$ cat src/rtl/fpga_config_loader.sv
// Serializes host words LSB first onto the fabric configuration scan chain.
// Define CFG_READBACK_EN to capture the chain tail and return the old configuration.
module fpga_config_loader #(
    parameter int unsigned CHAIN_LEN = 12,
    parameter int unsigned WORD_W    = 8
) (
    input  logic              clk,
    input  logic              rst,
    input  logic              start,
    input  logic [WORD_W-1:0] in_data,
    input  logic              in_valid,
    output logic              in_ready,
    output logic              cfg_scan_out,
    output logic              cfg_scan_en,
    input  logic              cfg_scan_in,
    output logic              busy,
    output logic              done,
    output logic [WORD_W-1:0] rb_data,
    output logic              rb_valid
);

    localparam int unsigned RW = $clog2(CHAIN_LEN + 1);
    localparam int unsigned CW = $clog2(WORD_W + 1);

    typedef enum logic [1:0] {StIdle, StWaitWord, StShift, StDone} state_e;

    state_e            state_q, state_d;
    logic [WORD_W-1:0] word_q;
    logic [RW-1:0]     rem_q;
    logic [CW-1:0]     cnt_q;
    logic [CW-1:0]     n_word;
    logic              accept;
    logic              last_bit;

    assign accept   = (state_q == StWaitWord) && in_valid;
    assign last_bit = (state_q == StShift) && (cnt_q == CW'(1));

    // Bits taken from the next word: a full word, or whatever remains of the chain.
    always_comb begin
        if (int'(rem_q) >= int'(WORD_W)) begin
            n_word = CW'(WORD_W);
        end else begin
            n_word = CW'(rem_q);
        end
    end

    always_ff @(posedge clk or posedge rst) begin
        if (rst) begin
            state_q <= StIdle;
        end else begin
            state_q <= state_d;
        end
    end

    always_comb begin
        state_d = state_q;
        unique case (state_q)
            StIdle:     if (start) state_d = StWaitWord;
            StWaitWord: if (in_valid) state_d = StShift;
            StShift: begin
                if (cnt_q == CW'(1)) begin
                    state_d = (rem_q == RW'(1)) ? StDone : StWaitWord;
                end
            end
            StDone:     if (start) state_d = StWaitWord;
            default:    state_d = StIdle;
        endcase
    end

    always_comb begin
        in_ready = (state_q == StWaitWord);
        busy     = (state_q == StWaitWord) || (state_q == StShift);
        done     = (state_q == StDone);
    end

    // Bit 0 leaves on the accept edge so the first SHIFT cycle already carries it.
    always_ff @(posedge clk or posedge rst) begin
        if (rst) begin
            word_q       <= '0;
            rem_q        <= '0;
            cnt_q        <= '0;
            cfg_scan_out <= 1'b0;
            cfg_scan_en  <= 1'b0;
        end else begin
            if (start && ((state_q == StIdle) || (state_q == StDone))) begin
                rem_q <= RW'(CHAIN_LEN);
            end
            if (accept) begin
                word_q       <= in_data >> 1;
                cnt_q        <= n_word;
                cfg_scan_out <= in_data[0];
                cfg_scan_en  <= 1'b1;
            end else if (state_q == StShift) begin
                rem_q <= rem_q - RW'(1);
                cnt_q <= cnt_q - CW'(1);
                if (last_bit) begin
                    cfg_scan_out <= 1'b0;
                    cfg_scan_en  <= 1'b0;
                end else begin
                    cfg_scan_out <= word_q[0];
                    word_q       <= word_q >> 1;
                    cfg_scan_en  <= 1'b1;
                end
            end
        end
    end

`ifdef CFG_READBACK_EN
    localparam int unsigned IW = (WORD_W > 1) ? $clog2(WORD_W) : 1;

    logic [IW-1:0]     rb_idx_q;
    logic [WORD_W-1:0] rb_acc_q, rb_acc_d;

    // Tail bit is the old chain content, captured on the same edge the chain shifts.
    always_comb begin
        rb_acc_d           = rb_acc_q;
        rb_acc_d[rb_idx_q] = cfg_scan_in;
    end

    always_ff @(posedge clk or posedge rst) begin
        if (rst) begin
            rb_idx_q <= '0;
            rb_acc_q <= '0;
            rb_data  <= '0;
            rb_valid <= 1'b0;
        end else begin
            rb_valid <= 1'b0;
            if (accept) begin
                rb_idx_q <= '0;
                rb_acc_q <= '0;
            end else if (state_q == StShift) begin
                rb_idx_q <= rb_idx_q + IW'(1);
                rb_acc_q <= rb_acc_d;
                if (last_bit) begin
                    rb_data  <= rb_acc_d;
                    rb_valid <= 1'b1;
                end
            end
        end
    end
`else
    logic unused_scan_in;

    assign unused_scan_in = cfg_scan_in;
    assign rb_data        = '0;
    assign rb_valid       = 1'b0;
`endif

endmodule

$ cat config.mk
export PLATFORM = sky130hd
export DESIGN_NAME = fpga_config_loader
export DESIGN_NICKNAME = d
export VERILOG_FILES = /design/src/rtl/fpga_config_loader.sv
export SDC_FILE = /design/constraint.sdc
export NUM_CORES = 1
export LEC_CHECK = 0
export ABC_AREA = 0
export CAP_MARGIN = 20
export CORE_ASPECT_RATIO = 1.5
export CORE_MARGIN = 2
export CORE_UTILIZATION = 47
export CTS_CLUSTER_DIAMETER = 200
export DETAILED_ROUTE_END_ITERATION = 8
export DONT_BUFFER_PORTS = 1
export GPL_ROUTABILITY_DRIVEN = 1
export PLACE_DENSITY = 0.72
export SLEW_MARGIN = 30
export SYNTH_ARGS = -nofsm -noshare
export SYNTH_HDL_FRONTEND = slang
export SYNTH_SLANG_ARGS = --single-unit
$ cat constraint.sdc
create_clock -name clk -period 2.7 [get_ports clk]
set_clock_uncertainty 0.2 [all_clocks]
set_input_delay 0.27 -clock clk [delete_from_list [all_inputs] [get_ports clk]]
set_output_delay 0.27 -clock clk [all_outputs]
set_load 0.01 [all_outputs]
Word-level counts from Yosys, hierarchy flattened
Index checks and enable logic that the tools add are counted.

storage, ports and cells
  register bits = 20
  input port bits = 13
  output and inout port bits = 14

cells by class
  add/sub/neg operators = 2
  magnitude comparators = 1
  eq/ne operators = 9
  multiplexer cells = 20
  reduce and logical (&&, ||, !) cells = 10

operators by type and width
  cell                                              count
  2-to-1 mux 4 bit                                  6
  2-to-1 mux 8 bit                                  3
  == test 4 x 1 -> 1 bit, second input constant     2
  2-to-1 mux 2 bit                                  4
  subtractor 4 x 1 -> 4 bit, second input constant  2
  2-to-1 mux 1 bit                                  6
  != test 2 bit, second input constant              3
  case mux 2 bit (3 select lines)                   1
  == test 2 bit, second input constant              2
  >= comparator 4 bit, second input constant        1
  logical AND 1 bit                                 3
  AND reduction 3 bit                               1
  == test 2 x 1 -> 1 bit, second input constant     1
  zero test 2 bit                                   1
  logical OR 1 bit                                  2
  != test 2 x 1 -> 1 bit, second input constant     1
  AND reduction 2 bit                               1
  nonzero test 2 bit                                1
  OR reduction 2 bit                                1

Depth between registers and ports, before layout
Gate-level depths: netlist of run 1.

  depth after elaboration = 6
  gate-level depth with buffers = 6
  depth with buffers taken out = 5

Least setup slack after synthesis of run 1
Ideal clock, no wire load.

  path kind = reg2reg
  start point = register state_q[1]
  end point = register word_q[0]
  arrival time = 1.626 ns
  required time = 2.375 ns
  slack = 0.749 ns
  stages on the path, launching flop included = 7
  buffers on the path = 1
  period minus slack after synthesis = 1.951 ns
  cells stage by stage = dfrtp_1 > inv_1 > ha_1 > and2_1 > buf_2 > mux2_2 > mux2_2

between the ends
  word-level cells in the longest chain between the ends = 4

ends and longest elaborated chain
  what                                                                         line  text
  from (decl)                                                                  27    state_e state_q, state_d;
  from (signal assigned)                                                       49    state_q <= StIdle;
  from (signal assigned)                                                       51    state_q <= state_d;
  == test 2 x 1 -> 1 bit *                                                     n/a
  via in_ready                                                                 12    output logic in_ready,
  logical AND 1 bit *                                                          35    assign accept = (state_q == StWaitWord) && in_valid;
  != test 2 bit (no source line) / nonzero test 2 bit (equally long branches)  n/a
  AND reduction 2 bit (no source line)                                         n/a
  to (signal assigned)                                                         89    word_q <= in_data >> 1;
  to (signal assigned)                                                         101   word_q <= word_q >> 1;
  to (decl)                                                                    28    logic [WORD_W-1:0] word_q;

The timed path passes the listed nets; every way through them passes the cells marked *.
A chain may end at the register's enable or synchronous reset.

Worst setup path in the final report of run 1
  start point = register state_q[1]
  end point = register word_q[2]

The elaborated chain is that of the path after synthesis.

==> key figures, run 1 <==
Clock network
  • Clock Latency Late Sink: 0.29 ns
  • Post-CTS Setup Bufs: 0
  • CTS tree: done
  • Reg clk slew, reported paths: 0.11 ns
  • Num CTS Buffers: 3
  • H-Tree Depth: 1
  • Root Buffer: clkbuf_4
  • Post-CTS Resized: 0
  • Clock Tree Buf Depth: 2
  • Clk sink count: 19

Route
  • Post-DRT Antenna Nets: 0
  • DR DRC count: 0
  • Via density: 5.63
  • Total number of vias: 765
  • Post-DR wirelength/cell: 14.2 um
  • Final wirelength: 1.93 mm
  • Drt pass-1 iters: 4
  • 1st-iter DRT viols: 16

Logic synthesis
  • Post-synthesis sequential area ratio: 41.6%
  • Post-Syn Area: 0.00114 mm^2
  • Synth cell types: 34
  • Synth Warn #: 0
  • Syn avg cell area: 10.3 um^2
  • #FFs+latches synth: 19
  • Mapped Cells: 111

Floorplan
  • Num ports: 27
  • Die H: 64.4 um
  • FP Rows: 21
  • Initial Util: 50.6%
  • Die Width: 44.3 um
  • Die footprint: 0.00285 mm^2
  • Core area: 0.00226 mm^2

Critical path
  • R2R cell count: 5
  • Worst reg2reg path startpoint: state_q[1]
  • Crit path kind: flip-flop to flip-flop
  • Worst Setup Start Kind: flip-flop
  • Register-to-Register Setup Slack: 0.50 ns
  • Crit path capture type: flip-flop
  • Worst Path Arrival: 2.19 ns
  • Crit-path max FO: 8
  • FF-to-FF End: word_q[2]
  • Worst Path Required: 2.69 ns

Layout
  • Fillers: 217
  • Final Util: 51.7%
  • Commonest non-fill, non-tap cell in the layout: dfrtp_1
  • Synth-to-layout area growth: 2.08%
  • Final net count: 134
  • Commonest cells after routing, fill and taps aside: 19 x dfrtp_1, 12 x mux2_2, 12 x inv_1, 9 x conb_1, 8 x a21oi_1
  • Diodes inserted: 0
  • Share of layout cells above drive strength 1: 16.8%

Flow run
  • Max_cap viols: 0

Placement
  • Dpl hpwl: 1.49 mm
  • IO buf count: 0
  • RePlAce Congestion: 0.722

Timing
  • RSZ-0062 raised after global routing: no
  • Max-slew headroom: 52.4%
  • Max-slew violations: 0
  • Final setup vio count: 0
  • Worst-Margin Slew: 0.713 ns
  • Period Utilization, post-route: 81.5%
  • FMAX: 0.454 GHz
  • Min Tclk post-route: 2.20 ns
  • Setup total negative slack: 0 ns
  • Hold Vio Cnt, Final: 0

GRT
  • Largest net degree at the start of global routing: 20
  • Vias in the first global route: 799
  • Initial antenna violation count: 0
  • First-pass GRT wire length: 3.39 mm
  • Total gr overflow: 0
  • Global router's overall resource usage: 15.8%

Status
  • Status: complete, no violations

Pwr
  • Max VDD drop: 0.674 mV
  • PwrDens: 1120 mW/mm^2
  • Clock Power Share: 10.9%
  • Comb power frac: 49.7%
  • Sw frac: 39.6%
  • Net Sw Power: 0.515 mW
  • Internal: 0.787 mW
  • P_leak: 0.543 nW
  • Sequential power share: 39.3%

Hold path
  • WHS Endpoint: rem_q[2]
  • Hold Path Stages: 2
  • Worst Hold Class: input pin to flip-flop
  • Hold_sp: start
sequential cells by signal, summed over array words and instances, names as in the netlist:
register	cells
cfg_scan_en	1
cfg_scan_out	1
word_q	7
cnt_q	4
rem_q	4
state_q	2
worst max-delay path: stages, from the launching register on:
cell and delay, ns:
dfrtp_1 0.42, inv_1 0.08, ha_1 0.33, and2_1 0.42, mux2_2 0.38, mux2_2 0.26
power groups by stage:
stage	Combinational (mW)	Clock [mW]	Sequential [mW]
global placement	0.612	0	0.511
floorplan	0.565	0	0.493
finish	0.648	0.142	0.512
CTS	0.659	0.146	0.512
detailed placement	0.652	0	0.518
global route	0.728	0.163	0.530
kinds of logic after synthesis:
kind of cell | Yosys count | share of synthesized area [%]
AOI/OAI and AO/OA | 26 | 15.5
buffers and inverters | 25 | 11.9
xor gates and xnor gates | 3 | 2.30
adders and majority gates | 7 | 7.66
muxes | 13 | 12.7
other | 1 | 0.328
DFF | 19 | 41.6
and+or+nand+nor | 17 | 7.99
how the worst max path moves through the flow:
stage / endpoint / startpoint / slack (ns)
floorplan: word_q[0] / state_q[1] / 0.75
global placement: word_q[4] / state_q[1] / 0.57
detailed placement: word_q[2] / state_q[1] / 0.51
CTS: word_q[2] / state_q[1] / 0.50
global route: rem_q[3] / state_q[0] / 0.31
finish: word_q[2] / state_q[1] / 0.50
synthesized netlist by cell type (all sizes together):
| master | number | area, um^2 |
|---|---|---|
| and2 | 1 | 6.26 |
| mux2 | 12 | 135 |
| a31oi | 2 | 12.5 |
| nor2b | 2 | 12.5 |
| a21boi | 1 | 7.51 |
| o31ai | 1 | 7.51 |
| inv | 12 | 45.0 |
| o21bai | 1 | 7.51 |
| a21bo | 1 | 10.0 |
| o211ai | 1 | 7.51 |
| mux2i | 1 | 10.0 |
| a211oi | 1 | 7.51 |
| conb | 1 | 3.75 |
| a41oi | 1 | 8.76 |
| a22o | 1 | 8.76 |
| nand2 | 5 | 18.8 |
| ha | 7 | 87.6 |
| a211o | 1 | 10.0 |
| xnor2 | 2 | 17.5 |
| o21ai | 5 | 25.0 |
| or2 | 1 | 6.26 |
| a221oi | 1 | 8.76 |
| xor2 | 1 | 8.76 |
| nand3 | 2 | 10.0 |
| dfrtp | 19 | 475 |
| nor4b | 2 | 17.5 |
| clkbuf | 2 | 7.51 |
| or3b | 1 | 8.76 |
| a21oi | 9 | 56.3 |
| nor2 | 3 | 11.3 |
| buf | 11 | 83.8 |
per-layer routing:
| layer | up-vias | global-route usage [%] | share of wire, % |
|---|---|---|---|
| li1 | 365 | - | - |
| met1 | 382 | 18.5 | 41 |
| met2 | 16 | 27.8 | 53 |
| met3 | 2 | 3.06 | 4.6 |
| met4 | 0 | 5.68 | 0.62 |
| met5 | - | 0 | 0 |
stage by stage:
stage / cell area, um^2 / power [mW] / hold slack (ns) / setup WS (ns) / std cells
finish: 1170 / 1.30 / 0.0206 / 0.499 / 136
global route: 1170 / 1.42 / 0.0146 / 0.309 / 136
CTS: 1170 / 1.32 / 0.0173 / 0.496 / 136
detailed placement: 1110 / 1.17 / 0.117 / 0.512 / 129
global placement: 1110 / 1.12 / 0.103 / 0.566 / 129
floorplan: 1170 / 1.06 / 0.0211 / 0.749 / 119
layout make-up:
type | instances | area [um^2] | share of cell area (%)
well taps | 23 | 28.8 | 2.47
inverters | 12 | 45.0 | 3.86
multi-input cells | 75 | 562 | 48.1
flip-flops and latches | 19 | 475 | 40.7
clock buffers | 4 | 26.3 | 2.25
repair buffers | 3 | 30.0 | 2.57
timing repair:
action,CTS,global route
endpoints found under the setup margin,0,0
endpoints found under the hold margin,21,0
hold buffers,3,0
(Power assumes the default switching activity.)
==> inputs of run 2 (changes only) <==
==> constraint.sdc (replaced) <==
create_clock -name clk -period 2.24 [get_ports clk]
set_clock_uncertainty 0.2 [all_clocks]
set_input_delay 0.224 -clock clk [delete_from_list [all_inputs] [get_ports clk]]
set_output_delay 0.224 -clock clk [all_outputs]
set_load 0.01 [all_outputs]
==> run 2 against run 1 <==
Net effect:
- the flow now finishes with violations (hold timing)
- combinational power rose by 22%
- utilization rose by 2.8 points
- critical path depth rose by 1
- global-route usage fell by 0.26 points
- die area did not move
- register-to-register slack got worse by 0.27 ns
- via count rose by 1.7%
- routed wire length fell by 1.8%
- flip-flop and latch count did not move
- sequential share of layout area fell by 2.1 points
- largest cell class unchanged
- largest power group unchanged
==> key figures, run 2 (synthesis gave the netlist of run 1 again) <==
Route
  • Final wirelength: 1.89 mm
  • DR DRC count: 0
  • 1st-iter DRT viols: 21
  • Drt pass-1 iters: 4
  • Total number of vias: 778
  • Via density: 5.44
  • Post-DR wirelength/cell: 13.2 um
  • Post-DRT Antenna Nets: 0

Clock network
  • Clock Latency Late Sink: 0.30 ns
  • Post-CTS Resized: 0
  • Num CTS Buffers: 3
  • Post-CTS Setup Bufs: 0
  • Reg clk slew, reported paths: 0.10 ns
  • Clk sink count: 19
  • Post-cts hold buffer count: 5
  • Root Buffer: clkbuf_4
  • Clock Tree Buf Depth: 2
  • H-Tree Depth: 1
  • CTS tree: done

Critical path
  • Crit-path max FO: 4
  • WP buf/inv: 2
  • Critical path, cell by cell: inv_1 -> ha_1 -> or3b_1 -> buf_4 -> a221oi_1 -> mux2i_1
  • Worst Path Required: 2.27 ns
  • Worst Setup Start Kind: flip-flop
  • Worst Path Arrival: 2.04 ns
  • Critical path's slowest cell: or3b_1
  • Crit path capture type: flip-flop
  • Crit path kind: flip-flop to flip-flop
  • Max stage delay on crit path: 0.42 ns
  • CP top delay family: simple AND/OR/NAND/NOR gates

Timing
  • Max-slew headroom: 51.7%
  • Setup total negative slack: 0 ns
  • Final setup vio count: 0
  • Min Hold Slack: -0.00172 ns
  • Min Tclk post-route: 2.01 ns
  • Max-slew violations: 0
  • Worst-Margin Slew: 0.724 ns
  • Hold Vio Cnt, Final: 2
  • FMAX: 0.496 GHz
  • Period Utilization, post-route: 89.9%
  • RSZ-0062 raised after global routing: no

Pwr
  • PwrDens: 1280 mW/mm^2
  • Overall Power: 1.58 mW
  • Max VDD drop: 0.703 mV
  • Clock Power Share: 10.8%
  • Sw frac: 38.6%
  • Comb power frac: 50.2%
  • Sequential power share: 39.0%
  • Internal: 0.968 mW
  • P_leak: 0.574 nW
  • Net Sw Power: 0.608 mW

GRT
  • Initial antenna violation count: 0
  • Vias in the first global route: 799
  • Total gr overflow: 0
  • Global router's overall resource usage: 15.6%
  • First-pass GRT wire length: 3.28 mm
  • Largest net degree at the start of global routing: 20

Layout
  • Commonest non-fill, non-tap cell in the layout: dfrtp_1
  • Synth-to-layout area growth: 7.55%
  • Largest register FFs: 7
  • Biggest regs: word_q x7, cnt_q x4, rem_q x4
  • Diodes inserted: 0
  • Final Util: 54.4%
  • Largest register by flop count: word_q
  • Final net count: 141
  • Share of layout cells above drive strength 1: 18.3%
  • Fillers: 214
  • Commonest cells after routing, fill and taps aside: 19 x dfrtp_1, 12 x mux2_2, 12 x inv_1, 9 x conb_1, 8 x a21oi_1

Floorplan
  • Die H: 64.4 um
  • Initial Util: 50.6%
  • Die Width: 44.3 um
  • Die footprint: 0.00285 mm^2
  • Num ports: 27
  • Core area: 0.00226 mm^2
  • FP Rows: 21

Status
  • Status: finished, violations left
  • Failing checks: hold timing

Placement
  • Dpl hpwl: 1.45 mm
  • RePlAce Congestion: 0.699
  • IO buf count: 0

Flow run
  • Max_cap viols: 0

Hold path
  • Worst Hold Class: input pin to flip-flop
## run 2: per-stage QoR
stage / setup WS (ns) / hold WS (ns) / instance area [um^2] / std cells
floorplan: 0.289 / -0.0249 / 1170 / 119
global placement: 0.255 / 0.0554 / 1130 / 132
detailed placement: 0.234 / 0.0744 / 1130 / 132
CTS: 0.209 / 0.000597 / 1210 / 141
global route: 0.108 / 0.00399 / 1230 / 143
finish: 0.225 / -0.00172 / 1230 / 143
## run 2: area by class of cell
type	count	area, um^2	area share, %
clock buffers	4	26.3	2.14
inverters	12	45.0	3.66
multi-input cells	75	562	45.7
flip-flops and latches	19	475	38.7
well taps	23	28.8	2.34
repair buffers	10	92.6	7.53
## run 2: final timing paths
| kind | startpoint | end | slack (ns) | cells after the start |
|---|---|---|---|---|
| worst max-delay path | cnt_q[1] | state_q[1] | 0.23 | 6 |
| min in group asynchronous | rst | rem_q[3] | 0.27 | 2 |
| worst min register to register | rem_q[3] | cnt_q[1] | 0.29 | 1 |
| worst min-delay path | in_data[4] | word_q[3] | -0.002 | 2 |
| max in group asynchronous | rst | cfg_scan_out | 1.11 | 2 |
| worst max register to register | cnt_q[1] | state_q[1] | 0.23 | 6 |
## run 2: metal layers
layer / share of wire (%) / global-route usage, %
met5: 0 / 0
met4: 2.5 / 7.95
met3: 4.0 / 3.06
met2: 55 / 28.7
met1: 39 / 15.7
## run 2: power by group through the flow
| stage | Sequential (mW) | Combinational, mW | Clock [mW] |
|---|---|---|---|
| after CTS | 0.618 | 0.802 | 0.176 |
| after detailed placement | 0.625 | 0.791 | 0 |
| final | 0.615 | 0.792 | 0.170 |
| after global placement | 0.617 | 0.762 | 0 |
| after floorplan | 0.595 | 0.681 | 0 |
| after global routing | 0.639 | 0.896 | 0.191 |
==> inputs of run 3 (changes only) <==
==> constraint.sdc (replaced) <==
create_clock -name clk -period 2.24 [get_ports clk]
set_clock_uncertainty 0.2 [all_clocks]
set_input_delay 0.448 -clock clk [delete_from_list [all_inputs] [get_ports clk]]
set_output_delay 0.448 -clock clk [all_outputs]
set_load 0.01 [all_outputs]
==> run 3 against run 2 <==
Net effect:
- the run now ends clean
- first-iteration DRC count shrank 52%
- cell count is 4.2% lower
- routed wire length fell by 2.3%
- sequential power barely moved
- critical path type unchanged
- largest power group unchanged
==> key figures, run 3 (synthesis gave the netlist of run 1 again) <==
Status
  • Status: complete, no violations

Timing
  • Max-slew violations: 0
  • Setup total negative slack: 0 ns
  • Final setup vio count: 0
  • Final setup margin: 0.225 ns
  • Period Utilization, post-route: 90.0%
  • Hold Vio Cnt, Final: 0
  • Worst-Margin Slew: 0.723 ns
  • Max-slew headroom: 51.8%
  • FMAX: 0.496 GHz
  • RSZ-0062 raised after global routing: no
  • Min Tclk post-route: 2.02 ns

Pwr
  • Comb power frac: 49.6%
  • Net Sw Power: 0.616 mW
  • Sw frac: 39.1%
  • P_leak: 0.552 nW
  • Max VDD drop: 0.787 mV
  • Clock Power Share: 11.2%
  • Internal: 0.959 mW
  • PwrDens: 1340 mW/mm^2
  • Sequential power share: 39.1%

Hold path
  • Worst Hold Class: input pin to flip-flop

GRT
  • Global router's overall resource usage: 15.7%
  • Total gr overflow: 0
  • Vias in the first global route: 748
  • Initial antenna violation count: 0
  • Largest net degree at the start of global routing: 20
  • First-pass GRT wire length: 3.28 mm

Critical path
  • Crit path capture type: flip-flop
  • Worst Setup Start Kind: flip-flop
  • Worst Path Required: 2.27 ns
  • Crit path kind: flip-flop to flip-flop
  • Worst Path Arrival: 2.05 ns
  • Crit-path max FO: 4

Layout
  • Biggest regs: word_q x7, cnt_q x4, rem_q x4
  • Final net count: 135
  • Share of layout cells above drive strength 1: 20.2%
  • Commonest cells after routing, fill and taps aside: 19 x dfrtp_1, 12 x mux2_2, 12 x inv_1, 9 x conb_1, 8 x a21oi_1
  • Fillers: 211
  • Diodes inserted: 0
  • Synth-to-layout area growth: 2.41%
  • Final Util: 51.8%
  • Commonest non-fill, non-tap cell in the layout: dfrtp_1
  • Largest register by flop count: word_q
  • Multi-input gate area: 562 um^2
  • Register area: 475 um^2
  • Largest register FFs: 7
  • Finished Cell Area: 0.00117 mm^2

Route
  • WL met2: 972 um
  • Routed met1 length: 736 um
  • Total number of vias: 728
  • Final wirelength: 1.85 mm
  • Drt pass-1 iters: 4
  • Post-DRT Antenna Nets: 0
  • 1st-iter DRT viols: 10
  • Post-DR wirelength/cell: 13.5 um
  • Uppermost routed layer: met4
  • Met3 wire len: 91 um
  • DR DRC count: 0
  • Via density: 5.31

Placement
  • Dpl ws: 0.210 ns
  • Dpl hpwl: 1.43 mm
  • IO buf count: 0
  • RePlAce Congestion: 0.700
  • Placed Area: 0.00113 mm^2

Floorplan
  • FP Rows: 21
  • Core area: 0.00226 mm^2
  • Die Width: 44.3 um
  • Num ports: 27
  • Die H: 64.4 um
  • Initial Util: 50.6%
  • Die footprint: 0.00285 mm^2

Clock network
  • Clk sink count: 19
  • Post-CTS Resized: 0
  • Reg clk slew, reported paths: 0.11 ns
  • Clock Latency Late Sink: 0.31 ns
  • Post-CTS Setup Bufs: 0
  • Num CTS Buffers: 3
  • H-Tree Depth: 1
  • Root Buffer: clkbuf_4
  • CTS tree: done
  • Post-cts hold buffer count: 1
  • Clock Tree Buf Depth: 2

Flow run
  • Max_cap viols: 0
run 3: cell count changes in the layout (fill, tap and decap cells not counted), sizes merged:
cell         before  now
clkbuf            4    3
dlygate4sd3       7    1
clkinv            0    1
run 3: layout make-up:
cell class	instances	share of cell area, %
Tap cell	23	2.46
Inverter	12	3.85
Multi-Input combinational cell	75	48.0
Clock inverter	1	0.427
Sequential cell	19	40.6
Timing Repair Buffer	4	2.78
Clock buffer	3	1.92
run 3: power groups by stage:
stage / logic, mW / clock network [mW] / registers, mW
floorplan: 0.681 / 0 / 0.595
global placement: 0.762 / 0 / 0.617
detailed placement: 0.790 / 0 / 0.626
CTS: 0.796 / 0.183 / 0.619
global route: 0.886 / 0.198 / 0.643
finish: 0.782 / 0.176 / 0.616
run 3: stage by stage:
stage / power, mW / std cells / hold WS [ns]
global placement: 1.38 / 132 / 0.275
finish: 1.57 / 137 / 0.0796
global route: 1.73 / 137 / 0.0759
detailed placement: 1.42 / 132 / 0.274
floorplan: 1.28 / 119 / 0.199
CTS: 1.60 / 137 / 0.0706
run 3: per-layer routing:
metal  up-vias  global-route usage [%]
met1       339                    16.5
met3         5                    3.90
met2        19                    27.2
met4         0                    9.09
met5         -                       0
li1        365                       -
run 3: critical path, cell delays in order, from the launching register on:
cell and delay, ns:
dfrtp_1 0.41, inv_1 0.08, ha_1 0.14, or3b_1 0.42, buf_4 0.18, a221oi_1 0.31
mux2i_1 0.21
run 3: final timing paths:
check                      slack [ns]  cells after the start          to       start
setup / recovery                 0.22                      6  state_q[1]    cnt_q[1]
hold / removal                   0.08                      1   word_q[6]  in_data[7]
setup reg to reg                 0.22                      6  state_q[1]    cnt_q[1]
max in group asynchronous        0.89                      2    rem_q[1]         rst
hold reg to reg                  0.29                      1    cnt_q[1]    rem_q[3]
min in group asynchronous        0.49                      2  state_q[0]         rst
